--- src/rtl/rob_pkg.sv ---
// Shared ROB sizing constants and helpers.
// Latency: n/a (declarations only).
// Backpressure: n/a.
package rob_pkg;

    // Default geometry of the reorder buffer
    localparam int DEF_ROB_ENTRY_NUM = 8;
    localparam int DEF_COMMON_W      = 32;

    // Architectural register index width
    localparam int DEST_W = 5;

    // Pointer width for a power-of-two entry count (at least one bit)
    function automatic int ptr_width(input int n);
        return (n > 1) ? $clog2(n) : 1;
    endfunction

    // Tag carries one extra bit so TAG_INVALID (== entry count) sits outside 0..N-1
    function automatic int tag_width(input int n);
        return ptr_width(n) + 1;
    endfunction

endpackage

--- src/rtl/rob_broadcast_inf.sv ---
// Per-entry ROB state broadcast for reservation-station snooping.
// Latency: mirrors registered entry state, no added delay.
// Backpressure: none, purely observational.
interface rob_broadcast_inf #(
    parameter int N  = 8,
    parameter int TW = 4,
    parameter int W  = 32
);
    logic [N-1:0]         valid;
    logic [N-1:0]         ready;
    logic [N-1:0][TW-1:0] tag;
    logic [N-1:0][W-1:0]  val;

    modport out (output valid, output ready, output tag, output val);
    modport in  (input  valid, input  ready, input  tag, input  val);
endinterface

--- src/rtl/rob.sv ---
// Reorder buffer: in-order allocate, out-of-order writeback, in-order single commit.
// Latency: writeback visible next cycle; commit pulse one cycle after head becomes ready.
// Backpressure: full stalls allocation (alloc_tag = TAG_INVALID); requests while full are dropped.
module rob
    import rob_pkg::*;
#(
    parameter int  ROB_ENTRY_NUM  = DEF_ROB_ENTRY_NUM,
    parameter int  COMMON_W       = DEF_COMMON_W,
    localparam int ROB_PTR_WIDTH  = ptr_width(ROB_ENTRY_NUM),
    localparam int INST_TAG_WIDTH = ROB_PTR_WIDTH + 1
) (
    input  logic                      clk,
    input  logic                      rst,
    input  logic                      alloc_req,
    input  logic [DEST_W-1:0]         alloc_dest,
    output logic [INST_TAG_WIDTH-1:0] alloc_tag,
    output logic                      full,
    input  logic [INST_TAG_WIDTH-1:0] wb_target,
    input  logic [COMMON_W-1:0]       wb_result,
    output logic                      commit_valid,
    output logic [DEST_W-1:0]         commit_dest,
    output logic [COMMON_W-1:0]       commit_val,
    rob_broadcast_inf.out             rob_info
);

    localparam logic [INST_TAG_WIDTH-1:0] TAG_INVALID = INST_TAG_WIDTH'(ROB_ENTRY_NUM);
    localparam logic [ROB_PTR_WIDTH:0]    COUNT_FULL  = (ROB_PTR_WIDTH + 1)'(ROB_ENTRY_NUM);

    typedef struct packed {
        logic                valid;
        logic                ready;
        logic [DEST_W-1:0]   dest;
        logic [COMMON_W-1:0] val;
    } rob_entry_t;

    rob_entry_t               entry_q [ROB_ENTRY_NUM];
    logic [ROB_PTR_WIDTH-1:0] head;
    logic [ROB_PTR_WIDTH-1:0] tail;
    logic [ROB_PTR_WIDTH:0]   count;

    logic                     alloc_fire;
    logic                     commit_fire;
    logic                     wb_hit;
    logic [ROB_PTR_WIDTH-1:0] wb_idx;

    // Full comes from the registered count, so a same-cycle commit cannot open a slot
    assign full       = (count == COUNT_FULL);
    assign alloc_tag  = full ? TAG_INVALID : {1'b0, tail};
    assign alloc_fire = alloc_req && !full;

    // Any tag with the extra bit set (including TAG_INVALID) is not a real entry
    assign wb_idx = wb_target[ROB_PTR_WIDTH-1:0];
    assign wb_hit = !wb_target[ROB_PTR_WIDTH] && entry_q[wb_idx].valid;

    // Head retires only on registered ready, giving a one-cycle writeback-to-commit latency
    assign commit_fire = entry_q[head].valid && entry_q[head].ready;

    // Head/tail/count bookkeeping and the registered commit port
    always_ff @(posedge clk or negedge rst) begin
        if (!rst) begin
            head         <= '0;
            tail         <= '0;
            count        <= '0;
            commit_valid <= 1'b0;
            commit_dest  <= '0;
            commit_val   <= '0;
        end else begin
            commit_valid <= commit_fire;
            if (commit_fire) begin
                commit_dest <= entry_q[head].dest;
                commit_val  <= entry_q[head].val;
                head        <= head + 1'b1;
            end
            if (alloc_fire) begin
                tail <= tail + 1'b1;
            end
            case ({alloc_fire, commit_fire})
                2'b10:   count <= count + 1'b1;
                2'b01:   count <= count - 1'b1;
                default: count <= count;
            endcase
        end
    end

    // Entry state: writeback marks ready, commit frees head, allocation claims tail
    always_ff @(posedge clk or negedge rst) begin
        if (!rst) begin
            for (int i = 0; i < ROB_ENTRY_NUM; i++) begin
                entry_q[i] <= '0;
            end
        end else begin
            if (wb_hit) begin
                entry_q[wb_idx].ready <= 1'b1;
                entry_q[wb_idx].val   <= wb_result;
            end
            if (commit_fire) begin
                entry_q[head].valid <= 1'b0;
                entry_q[head].ready <= 1'b0;
            end
            // Tail is never a valid entry while allocation is allowed, so no overlap with the above
            if (alloc_fire) begin
                entry_q[tail].valid <= 1'b1;
                entry_q[tail].ready <= 1'b0;
                entry_q[tail].dest  <= alloc_dest;
                entry_q[tail].val   <= '0;
            end
        end
    end

    // Broadcast the registered entry state; tags are just the slot indices
    for (genvar i = 0; i < ROB_ENTRY_NUM; i++) begin : g_bcast
        assign rob_info.valid[i] = entry_q[i].valid;
        assign rob_info.ready[i] = entry_q[i].ready;
        assign rob_info.tag[i]   = INST_TAG_WIDTH'(i);
        assign rob_info.val[i]   = entry_q[i].val;
    end

endmodule

--- src/flat_wrapper.sv ---
// flat-port wrapper written by rule: the top's interface ports become plain ports
module rob_flat import rob_pkg::*;
#(
    parameter int  ROB_ENTRY_NUM  = DEF_ROB_ENTRY_NUM,
    parameter int  COMMON_W       = DEF_COMMON_W,
    localparam int ROB_PTR_WIDTH  = ptr_width(ROB_ENTRY_NUM),
    localparam int INST_TAG_WIDTH = ROB_PTR_WIDTH + 1
)
  (clk, rst, alloc_req, alloc_dest, alloc_tag, full, wb_target, wb_result, commit_valid, commit_dest, commit_val, rob_info_valid, rob_info_ready, rob_info_tag, rob_info_val);
  rob_broadcast_inf #(.N((8)), .TW((tag_width((8)))), .W((32))) rob_info_i ();
  input  logic clk;
  input  logic rst;
  input  logic alloc_req;
  input  logic [DEST_W-1:0] alloc_dest;
  output logic [INST_TAG_WIDTH-1:0] alloc_tag;
  output logic full;
  input  logic [INST_TAG_WIDTH-1:0] wb_target;
  input  logic [COMMON_W-1:0] wb_result;
  output logic commit_valid;
  output logic [DEST_W-1:0] commit_dest;
  output logic [COMMON_W-1:0] commit_val;
  output wire logic [$bits(rob_info_i.valid)-1:0] rob_info_valid;
  output wire logic [$bits(rob_info_i.ready)-1:0] rob_info_ready;
  output wire logic [$bits(rob_info_i.tag)-1:0] rob_info_tag;
  output wire logic [$bits(rob_info_i.val)-1:0] rob_info_val;
  assign rob_info_valid = rob_info_i.valid;
  assign rob_info_ready = rob_info_i.ready;
  assign rob_info_tag = rob_info_i.tag;
  assign rob_info_val = rob_info_i.val;
  rob #(.ROB_ENTRY_NUM(ROB_ENTRY_NUM), .COMMON_W(COMMON_W)) u_core (.clk(clk), .rst(rst), .alloc_req(alloc_req), .alloc_dest(alloc_dest), .alloc_tag(alloc_tag), .full(full), .wb_target(wb_target), .wb_result(wb_result), .commit_valid(commit_valid), .commit_dest(commit_dest), .commit_val(commit_val), .rob_info(rob_info_i));
endmodule
--- config.mk ---
export PLATFORM = sky130hd
export DESIGN_NAME = rob_flat
export DESIGN_NICKNAME = d
export VERILOG_FILES = /design/src/rtl/rob_pkg.sv /design/src/rtl/rob_broadcast_inf.sv /design/src/rtl/rob.sv /design/src/flat_wrapper.sv
export SDC_FILE = /design/constraint.sdc
export NUM_CORES = 1
export LEC_CHECK = 0
export BUFFER_PORTS_ARGS = -buffer_cell sky130_fd_sc_hd__clkbuf_2
export CAP_MARGIN = 20
export CORE_MARGIN = 2
export CORE_UTILIZATION = 45
export DETAILED_ROUTE_END_ITERATION = 6
export GPL_TIMING_DRIVEN = 0
export MAX_ROUTING_LAYER = met4
export PLACE_DENSITY_LB_ADDON = 0.25
export SLEW_MARGIN = 20
export SYNTH_ARGS = -nofsm -noshare
export SYNTH_HDL_FRONTEND = slang
export SYNTH_SLANG_ARGS = --single-unit
--- constraint.sdc ---
create_clock -name clk -period 5.41 [get_ports clk]
set_clock_uncertainty 0.2 [all_clocks]
set_input_delay 0.541 -clock clk [delete_from_list [all_inputs] [get_ports clk]]
set_output_delay 0.541 -clock clk [all_outputs]
set_load 0.1 [all_outputs]
# == Word-level counts from Yosys, hierarchy flattened ==
# Cells that the tools add are included.
# op_classes
reduce_logical,9
magnitude_cmp,6
eq_ne,3
bitwise_logic,3
mux,35
add_sub_neg,4
# op_table
cell,n
$bwmux 312,8
$demux 39 s3,8
$mux 312,3
$bmux 39 s3,2
$mux 39,6
$mux 38,3
$mux 32,2
$mux 37,1
$ge 4x4->1 const B,3
$lt 4x1->1 const B,3
$not 3->4,3
$pmux 4 s2,1
$add 3x1->3 const B,2
$logic_and 1x1->1,6
$add 4x1->4 const B,1
$eq 4x4->1 const B,1
$mux 4,1
$sub 4x1->4 const B,1
$eq 2x1->1 const B,1
$eq 2x2->1 const B,1
$logic_not 1->1,2
$reduce_bool 2->1,1
# totals
register_bits,360
out_inout_bits,347
inputBits,44
word_cells,98

# == Longest topological paths before layout ==
# logic_depth
depth_word,16
ltp_mapped,14
depth_no_buf,11

# == Worst setup path before layout ==
# OpenSTA, ideal clock, no wires.
# synth_timing
path_kind,register to register
from,register u_core.head[0]
to,register u_core.count[2]
required_time_ns,5.085
setup_time_ns,0.125
synth_period_minus_slack_ns,3.100
t_arrival_ns,2.775
setup_slack_ns,2.310
path_stages_with_launch,14
path_buffers,2
cell_sequence,dfrtp_1 -> buf_6 -> mux2_1 -> mux4_2 -> nand3_4 -> buf_12 -> inv_1 -> ha_1 -> xor2_1 -> ha_1 -> a21oi_1 -> xor2_1 -> nor2_1 -> xor2_1
# synth_between
elab_chain_cells,7
elab_cells_between_ends,9
classes_between,eq/ne (2); mux (4); bitwise (1); reduce/logical (2)
# synth_rtl
element,line,rtl
"start, declared",rob.sv:37,logic [ROB_PTR_WIDTH-1:0] head;
"start signal, assigned",rob.sv:72,head <= head + 1'b1;
$not 3->4 (not written as such) (*),rob.sv:56,assign commit_fire = entry_q[head].valid && entry_q[head].ready;
$bmux 39 s3 (*),rob.sv:56,
$mux 39 (not written as such) (*) (2 in series),rob.sv:56,
$logic_and 1x1->1 (*),rob.sv:56,
via u_core.commit_fire,rob.sv:42,logic commit_fire;
$eq 2x1->1 or $eq 2x2->1 (tied branches),rob.sv:77,"case ({alloc_fire, commit_fire})"
$pmux 4 s2 or $reduce_bool 2->1 (tied branches),n/a,
"end signal, assigned",rob.sv:78,2'b10: count <= count + 1'b1;
"end signal, assigned",rob.sv:79,2'b01: count <= count - 1'b1;
"end signal, assigned",rob.sv:80,default: count <= count;
"end, declared",rob.sv:39,logic [ROB_PTR_WIDTH:0] count;
# Mark *: on every way through the listed nets, which the timed path passes. The rest lies on a longest branch. The select of a mux whose other input is x is not followed.
# A chain may end at the register's enable or synchronous reset.

# == Final worst setup path ==
# layout_timing
from,register u_core.head[1]
to,register u_core.count[2]
# Same word-level chain as after synthesis.

==> impl_metrics.env <==
export IMPL_numClockSinks=360
export IMPL_htree_levels=2
export IMPL_worst_endpoint_required_ns=5.65
export IMPL_r2r_start="u_core.head[1]"
export IMPL_avgSynthCellArea_um2=10.1
export IMPL_rsz0062_at_grt="false"
export IMPL_die_area_mm2=0.0444
export IMPL_use_met2=0.429
export IMPL_first_iter_violations=994
export IMPL_status="complete, no violations"
export IMPL_final_common_cell="nand2_1"
export IMPL_postCtsSetupBuffers=0
export IMPL_drive_gt1_frac=0.407
export IMPL_clk_latency_ns=0.57
export IMPL_ios=391
export IMPL_grt_pass1_wl_um=89900
export IMPL_start_util=0.457
export IMPL_tightest_slew_ns=0.904
export IMPL_hp_start="alloc_req"
export IMPL_multi_input_area_mm2=0.00732
export IMPL_row_count=75
export IMPL_place_port_buffers=326
export IMPL_cts_resized_gates=0
export IMPL_crit_type="reg -> reg"
export IMPL_busiest_layer="met2"
export IMPL_period_needed_ns=3.44
export IMPL_report_final_slew_viol_count=0
export IMPL_root_buffer="clkbuf_16"
export IMPL_crit_fanout=10
export IMPL_syn_to_final_growth_pct=20.8
export IMPL_first_pass_iters=5
export IMPL_seq_area_mm2=0.00901
export IMPL_wirelength_um=59300
export IMPL_antenna_found_initial=0
export IMPL_cp_arrival_ns=3.68
export IMPL_gr_usage_met1=0.372
export IMPL_drc=0
export IMPL_ys_async_sr_fraction=1.00
export IMPL_hpwl_um=43800
export IMPL_slew_headroom=0.397
export IMPL_final_cell_mix="nand2_1, dfrtp_1, clkbuf_2"
export IMPL_cts_hold_buf=1
export IMPL_synth_cell_type_count=46
export IMPL_fin_tns_setup_ns=0
export IMPL_worstSetupStartpoint="u_core.head[1]"
export IMPL_grt_max_degree=92
export IMPL_cts_made_buffers=41
export IMPL_nets=2349
export IMPL_grt_usage=0.274
export IMPL_fillers=3707
export IMPL_yosys_warnings=0
export IMPL_routedWlPerCell_um=20.7
export IMPL_hp_class="in -> reg"
export IMPL_die_width_um=211
export IMPL_netlist_instances=1896
export IMPL_first_global_vias=14726
export IMPL_vias=14964
export IMPL_grt_overflow=0
export IMPL_gp_congestion=0.893
export IMPL_netlist_area_mm2=0.0192
export IMPL_whs_ns=0.107
export IMPL_finalCritPeriodShare=0.636
export IMPL_synth_edff_count=0
export IMPL_synth_ff_type="dfrtp_1"
export IMPL_via_per_inst=5.21
export IMPL_maxCapViolations=0
export IMPL_end_kind="flip-flop"
export IMPL_startpoint_type="flip-flop"
export IMPL_grt_use_met3=0.0440
export IMPL_ys_seq_area_frac=0.469
export IMPL_ys_ff_latch=360
export IMPL_finalSetupViolCount=0
export IMPL_cts_tree="done"
export IMPL_coreArea_mm2=0.0420
export IMPL_ant_nets=0
export IMPL_fmax_mhz=291
export IMPL_clkTransAtPathRegs_ns=0.06
export IMPL_finalHoldViolations=0
export IMPL_die_h_um=211
export IMPL_cts_buffer_depth=3
[routing by layer]
layer  wire, µm  share of wire  vias to the layer above
met5          0              0                        -
met4       1650          0.028                        0
met3       4000          0.067                      107
met2      28400           0.48                      603
met1      25200           0.43                     7452
li1           -              -                     6802
[layout make-up]
type                       instances  area share
antenna                            1    0.000108
buffer                           456       0.128
clock buffer                      59      0.0533
clock inverter                    16     0.00933
inverter                           4    0.000647
multi-input combinational       1106       0.315
sequential                       360       0.388
tap                              539      0.0291
timing repair buffer             331      0.0758
[critical path, stage by stage, from the launching register on]
cell and delay (ns):
dfrtp_1 0.38, buf_2 0.38, mux4_2 0.71, nand3_4 0.21, buf_12 0.18, inv_1 0.09, ha_1 0.26, xor2_1 0.18
ha_1 0.19, a21oi_1 0.16, xor2_1 0.17, nor2_1 0.07, xor2_1 0.14
[logic make-up after synthesis]
family                   count (synthesis)  synth area share
multiplexers                           200             0.169
other                                    2          0.000391
AO/OA/AOI/OAI                          278            0.0763
adder cells (fa/ha/maj)                  5           0.00326
flip-flops                             360             0.469
buffers and inverters                  460             0.156
XOR/XNOR                                 8           0.00365
AND/OR/NAND/NOR                        583             0.122
[path summary, 6_finish.rpt]
kind,endpoint,slack (ns),cells past startpoint
min reg2reg,u_core.count[3],0.27,1
max,u_core.count[2],1.97,12
min,u_core.tail[2],0.11,3
max in group asynchronous,u_core.rob_info.val[206],3.12,5
min in group asynchronous,u_core.tail[1],0.31,2
max reg2reg,u_core.count[2],1.97,12
[stage by stage]
| stage | area [µm²] | instances | setup WS, ns | util |
|---|---|---|---|---|
| after global routing | 23200 | 2871 | 1.79 | 0.552 |
| after detailed placement | 21700 | 2795 | 1.97 | 0.517 |
| final | 23200 | 2872 | 1.97 | 0.552 |
| after global placement | 21600 | 2791 | -4.47 | 0.514 |
| after CTS | 23200 | 2871 | 1.96 | 0.552 |
| after floorplan | 19300 | 1926 | 2.31 | - |
[state kept, by name, summed over array words and instances (netlist names)]
name,count
u_core.commit_dest,5
u_core.commit_val,32
u_core.commit_valid,1
u_core.count,4
u_core.entry_q,40
u_core.head,3
u_core.rob_info.ready,8
u_core.rob_info.val,256
u_core.rob_info.valid,8
u_core.tail,3
[synthesized netlist by cell type (2+ instances only)]
cell | number | area (µm²)
mux2_4 | 39 | 586
dfrtp_1 | 360 | 9010
mux2_2 | 78 | 878
nand3_1 | 8 | 40.0
inv_1 | 3 | 11.3
and3_1 | 7 | 43.8
nand2b_1 | 5 | 31.3
buf_1 | 49 | 184
a211oi_2 | 2 | 25.0
nand4_1 | 7 | 43.8
conb_1 | 2 | 7.51
nor3_1 | 3 | 15.0
buf_12 | 4 | 80.1
o21bai_1 | 2 | 15.0
buf_4 | 305 | 2290
buf_6 | 2 | 22.5
a211oi_1 | 2 | 15.0
o221a_2 | 4 | 45.0
nor4_2 | 2 | 25.0
ha_1 | 5 | 62.6
xor2_1 | 3 | 26.3
mux4_2 | 76 | 1710
clkbuf_1 | 62 | 233
nand3b_1 | 2 | 15.0
mux2_1 | 5 | 56.3
nor2b_1 | 4 | 25.0
xnor2_1 | 5 | 43.8
nor2_1 | 17 | 63.8
buf_2 | 34 | 170
and4_1 | 2 | 17.5
nand2_1 | 514 | 1930
a21oi_1 | 260 | 1300
a21o_1 | 6 | 45.0
mux2i_1 | 2 | 20.0
and2_1 | 4 | 25.0
Power is left out: the tool's default activity adds up to more than one toggle a clock period on the data nets, which glitch-free logic cannot reach.
